==> config.mk <==
export PLATFORM = sky130hd
export DESIGN_NAME = ram_arbiter_2ch
export DESIGN_NICKNAME = d
export VERILOG_FILES = /design/src/rtl/ram_arbiter_2ch.sv
export SDC_FILE = /design/constraint.sdc
export NUM_CORES = 1
export LEC_CHECK = 0
export BUFFER_PORTS_ARGS = -buffer_cell sky130_fd_sc_hd__buf_2
export CORE_MARGIN = 2
export CORE_UTILIZATION = 49
export DETAILED_ROUTE_END_ITERATION = 12
export PLACE_DENSITY = 0.9
export SLEW_MARGIN = 20
export SYNTH_ARGS = -nofsm -noshare
export SYNTH_HDL_FRONTEND = slang
export SYNTH_SLANG_ARGS = --single-unit
==> constraint.sdc <==
create_clock -name clk -period 2.4 [get_ports clk]
set_input_delay 0.36 -clock clk [delete_from_list [all_inputs] [get_ports clk]]
set_output_delay 0.36 -clock clk [all_outputs]
set_load 0.03 [all_outputs]
==> src/rtl/ram_arbiter_2ch.sv <==
// ram_arbiter_2ch: clears a dual-port RAM after reset, then shares its write
// and read ports between clients A and B with round-robin on same-port conflict.
module ram_arbiter_2ch #(
    parameter int unsigned       ADDR_W     = 6,
    parameter int unsigned       DATA_W     = 16,
    parameter bit                INIT_EN    = 1'b1,
    parameter logic [DATA_W-1:0] INIT_VALUE = '0
) (
    input  logic              clk,
    input  logic              reset,
    input  logic              a_req,
    input  logic              a_we,
    input  logic [ADDR_W-1:0] a_addr,
    input  logic [DATA_W-1:0] a_wdata,
    input  logic              b_req,
    input  logic              b_we,
    input  logic [ADDR_W-1:0] b_addr,
    input  logic [DATA_W-1:0] b_wdata,
    output logic              a_gnt,
    output logic              b_gnt,
    output logic              a_rvalid,
    output logic              b_rvalid,
    output logic [DATA_W-1:0] rdata,
    output logic              init_done,
    output logic              wr_enable,
    output logic              rd_enable,
    output logic [ADDR_W-1:0] wr_adress,
    output logic [ADDR_W-1:0] rd_adress,
    output logic [DATA_W-1:0] data_in,
    input  logic [DATA_W-1:0] data_out
);

    typedef enum logic {
        ST_INIT,
        ST_RUN
    } state_e;

    localparam logic [ADDR_W:0] LAST_ADDR = (ADDR_W+1)'((2 ** ADDR_W) - 1);

    state_e              state_q, state_d;
    logic [ADDR_W:0]     init_cnt_q, init_cnt_d;
    logic                rr_last_q, rr_last_d;
    logic                pend_a_q, pend_a_d;
    logic                pend_b_q, pend_b_d;
    logic                init_done_q;
    logic [ADDR_W-1:0]   wr_addr_q, wr_addr_d;
    logic [ADDR_W-1:0]   rd_addr_q, rd_addr_d;
    logic [DATA_W-1:0]   wdata_q, wdata_d;

    logic run;
    logic sweep;
    logic conflict;
    logic wr_en;
    logic rd_en;

    always_comb begin
        state_d    = state_q;
        init_cnt_d = init_cnt_q;
        rr_last_d  = rr_last_q;
        wr_addr_d  = wr_addr_q;
        rd_addr_d  = rd_addr_q;
        wdata_d    = wdata_q;
        wr_en      = 1'b0;
        rd_en      = 1'b0;

        run   = (state_q == ST_RUN) && !reset;
        sweep = (state_q == ST_INIT) && !reset;

        // Same-port contention: the client other than rr_last wins.
        conflict = a_req && b_req && (a_we == b_we);
        a_gnt    = run && a_req && !(conflict && !rr_last_q);
        b_gnt    = run && b_req && !(conflict && rr_last_q);

        if (run && conflict) begin
            rr_last_d = !rr_last_q;
        end

        if (state_q == ST_INIT) begin
            init_cnt_d = init_cnt_q + 1'b1;
            if (init_cnt_q == LAST_ADDR) begin
                state_d = ST_RUN;
            end
        end

        if (sweep) begin
            wr_en     = 1'b1;
            wr_addr_d = init_cnt_q[ADDR_W-1:0];
            wdata_d   = INIT_VALUE;
        end else if (a_gnt && a_we) begin
            wr_en     = 1'b1;
            wr_addr_d = a_addr;
            wdata_d   = a_wdata;
        end else if (b_gnt && b_we) begin
            wr_en     = 1'b1;
            wr_addr_d = b_addr;
            wdata_d   = b_wdata;
        end

        if (a_gnt && !a_we) begin
            rd_en     = 1'b1;
            rd_addr_d = a_addr;
        end else if (b_gnt && !b_we) begin
            rd_en     = 1'b1;
            rd_addr_d = b_addr;
        end

        pend_a_d = a_gnt && !a_we;
        pend_b_d = b_gnt && !b_we;
    end

    always_ff @(posedge clk) begin
        if (reset) begin
            state_q     <= INIT_EN ? ST_INIT : ST_RUN;
            init_cnt_q  <= '0;
            rr_last_q   <= 1'b1;
            pend_a_q    <= 1'b0;
            pend_b_q    <= 1'b0;
            init_done_q <= 1'b0;
            wr_addr_q   <= '0;
            rd_addr_q   <= '0;
            wdata_q     <= '0;
        end else begin
            state_q     <= state_d;
            init_cnt_q  <= init_cnt_d;
            rr_last_q   <= rr_last_d;
            pend_a_q    <= pend_a_d;
            pend_b_q    <= pend_b_d;
            init_done_q <= (state_d == ST_RUN);
            wr_addr_q   <= wr_addr_d;
            rd_addr_q   <= rd_addr_d;
            wdata_q     <= wdata_d;
        end
    end

    // Reset is synchronous, so registered outputs are masked while it is high.
    assign a_rvalid  = pend_a_q && !reset;
    assign b_rvalid  = pend_b_q && !reset;
    assign init_done = init_done_q && !reset;
    assign rdata     = data_out;
    assign wr_enable = wr_en;
    assign rd_enable = rd_en;
    assign wr_adress = wr_addr_d;
    assign rd_adress = rd_addr_d;
    assign data_in   = wdata_d;

endmodule

==> metrics <==
status=finished clean; clk sink count=39; Hold Vio Cnt, Final=0; Inserted Clock Buffers=5; unrepaired setup endpoints after global routing=no; startpoint of the most critical register-to-register path=rr_last_q; via count=2,289; floorplan die area=0.005182 mm^2; Synth Net Count=335; count of nets after finishing=400; GRT Residual Overflow=0; relative max-transition margin=68.86%; gr usage total=23.82%; global routing met3 resource utilization=5.000%; count of flip-flops with a built-in enable after synthesis=0; estimated wirelength of the detail-placed design=4302 um; kind of critical path=reg -> out; overall power of the completed layout=1219 uW; clock tree from TritonCTS=built; count of cell instances traversed by the critical path=6; FFs w/ async S/R, synth=0%; post-CTS setup-driven buffer insertion count=0; Vias per Instance=5.930; proportion of power drawn by the clock network=35.2%; drc violations=0; largest stage delay on the critical path=0.41 ns; met1 capacity usage during global routing=29.14%; sequential cell area fraction in the yosys report=34.48%; top cell types by occurrence after synthesis=dfxtp_1 (39), nand3_1 (37), o211a_1 (34); floorplan core area=0.004414 mm^2; HP Class=in -> reg; post-route fraction of the period consumed by the critical path=93.39%; Yosys Warn Count=0; Crit path buffers/inverters=2; number of antenna violations at the first check in global routing=0; category of the worst setup path launch point=flop; crit path time final=2.241 ns; internal portion of total power=909.1 uW; Post-Syn Instances=268; Resized cells post-CTS=0; Max Root-Sink Buffers=2; maxcap violations=0; biggest area consumer among synthesized cells=dfxtp_1; 1st-iter DRT viols=92; largest fanout on the critical path=7; kind of cell adding the most delay to the critical path=buffers and inverters; cell depth of the worst flop-to-flop path=5; clock latency reported for the late side of the worst-skew pair=0.29 ns; leak pwr=0.001560 uW; layout cells sized above 1=32.63%; dominant cell by count in the synthesized netlist=dfxtp_1; number of distinct library cells after synthesis=36; summed negative setup slack over all endpoints=0 ns; Top Ports=117; worst clock skew=0.006231 ns; PD cells=444.9 mW/mm^2; critical path capture point type=output port; cell with the largest stage delay on the worst path=dfxtp_1; worst setup slack before clock tree synthesis=0.2233 ns; number of detailed-route iterations in the first pass=6; DIE WIDTH=71.99 um; total of flip-flops plus latches after synthesis=39; smallest hold slack=0.3170 ns; worst-case vdd ir drop=0.3531 mV; maximum level of the CTS H-tree=2; setup violation total in the final timing report=0; Switching Power=309.9 uW; number of antenna repair diodes=0; Synth Cell Area=0.002265 mm^2; endpoint of the worst setup timing path=rd_adress[5]; cell breakdown of the critical path=nor2b_4, o2111ai_2, inv_1, nand2_1, a31oi_1, buf_2; combinational share of power=10.6%; share of the synthesized area in the top cell type=34.48%; Site Rows=24; area growth from synthesis to layout=20.99%; clock transition time at the flip-flop clock pins of the worst setup and hold paths=0.08 ns; Switching Share=25.42%; post-route antenna net violation count=0; Highest Clock Rate=446.1 MHz; Least-Margin Pin Slew=0.4654 ns; number of global-route vias before repair=2,182; quantity of I/O buffers inserted on ports=84; Reg-to-Reg End=wr_addr_q[0]; wire length of the first global-routing pass=9846 um; wire length per cell=15.37 um; critical path data required time=2.04 ns; largest cells by area after synthesis=dfxtp_1 (34%), o211a_1 (15%), nand3_1 (8.2%); pin count of the biggest net entering global routing=35; final setup margin=0.1585 ns; initial cell density of the core=51.30%; slack of the worst reg-to-reg path=0.80 ns; Synth Area per Inst=8.450 um^2; Post-CTS Hold Fix Bufs=0; cell at the root of the clock tree=clkbuf_8; global placement routability congestion=0.8224; DIE HEIGHT=71.99 um; Flop pwr share=54.2%; layer carrying the most global-route usage=met2; met2 track utilization from global routing=41.36%; worst setup path startpoint=init_done_q; top flip-flop cell by instance count after synthesis=dfxtp_1; WP data arrival=1.88 ns; final slew viol count=0; final routed wirelength across all metal layers=5933 um
## worst min-delay path by stage
stage	to	cells after the start	slack, ns	from
after CTS	wdata_q[6]	2	0.31	a_wdata[6]
after detailed placement	rd_addr_q[3]	2	0.49	rd_addr_q[3]
after floorplan	rd_addr_q[2]	2	0.47	rd_addr_q[2]
final	wdata_q[6]	2	0.32	a_wdata[6]
after global routing	wdata_q[7]	2	0.32	a_wdata[7]
after global placement	rd_addr_q[0]	2	0.48	rd_addr_q[0]
## power by group through the flow
stage                     sequential (uW)  combinational (uW)  clock (uW)
after floorplan                       674                 107           0
after global placement                675                 124           0
after detailed placement              675                 128           0
after CTS                             660                 129         434
after global routing                  661                 141         466
final                                 660                 130         429
## layout make-up
type	count	area (um^2)
fillers	362	1674
clock inverters	1	5.005
inverters	4	15.01
flip-flops and latches	39	780.7
clock buffers	7	76.32
repair buffers	96	523.0
multi-input cells	187	1275
well taps	52	65.06
## state kept, by name (all words and copies together) (netlist names)
name and flops:
rd_addr_q 6, wdata_q 16, init_cnt_q 7, wr_addr_q 6, rr_last_q 1, init_done_q 1, pend_a_q 1, pend_b_q 1
## layer usage
layer	part of all wire, %	vias to the layer above
met5	0	-
met4	1.5	0
met3	5.6	11
met2	51	71
met1	42	1096
li1	-	1111
## layout by cell type (no fill, tap or decap), drive strengths merged
cell type / instances
a21oi: 1
a22oi: 5
a311oi: 6
a31oi: 6
a32oi: 1
and3: 1
and4b: 2
buf: 96
clkbuf: 7
clkinv: 1
dfxtp: 39
ha: 1
inv: 4
mux2i: 7
nand2: 16
nand2b: 1
nand3: 37
nand4: 1
nand4b: 2
nor2: 17
nor2b: 4
nor3: 1
nor3b: 2
o2111a: 1
o2111ai: 3
o211a: 34
o21ai: 28
o22ai: 1
or2: 1
or3b: 1
xnor2: 3
xor2: 4
## through the flow
stage          utilization [%]  cell area [um^2]  std cells
5_1_grt                  62.07              2740        386
6_report                 62.07              2740        386
3_3_place_gp             60.09              2653        378
2_1_floorplan                -              2265        268
4_1_cts                  61.93              2734        386
3_5_place_dp             60.09              2653        378
## kinds of logic after synthesis
| family | synth area share (%) |
|---|---|
| and+or+nand+nor | 18.79 |
| AOI/OAI and AO/OA | 29.95 |
| DFF | 34.48 |
| xor gates and xnor gates | 3.039 |
| adders and majority gates | 0.5524 |
| buffers and inverters | 10.11 |
| muxes | 3.094 |
(Power assumes the default switching activity.)
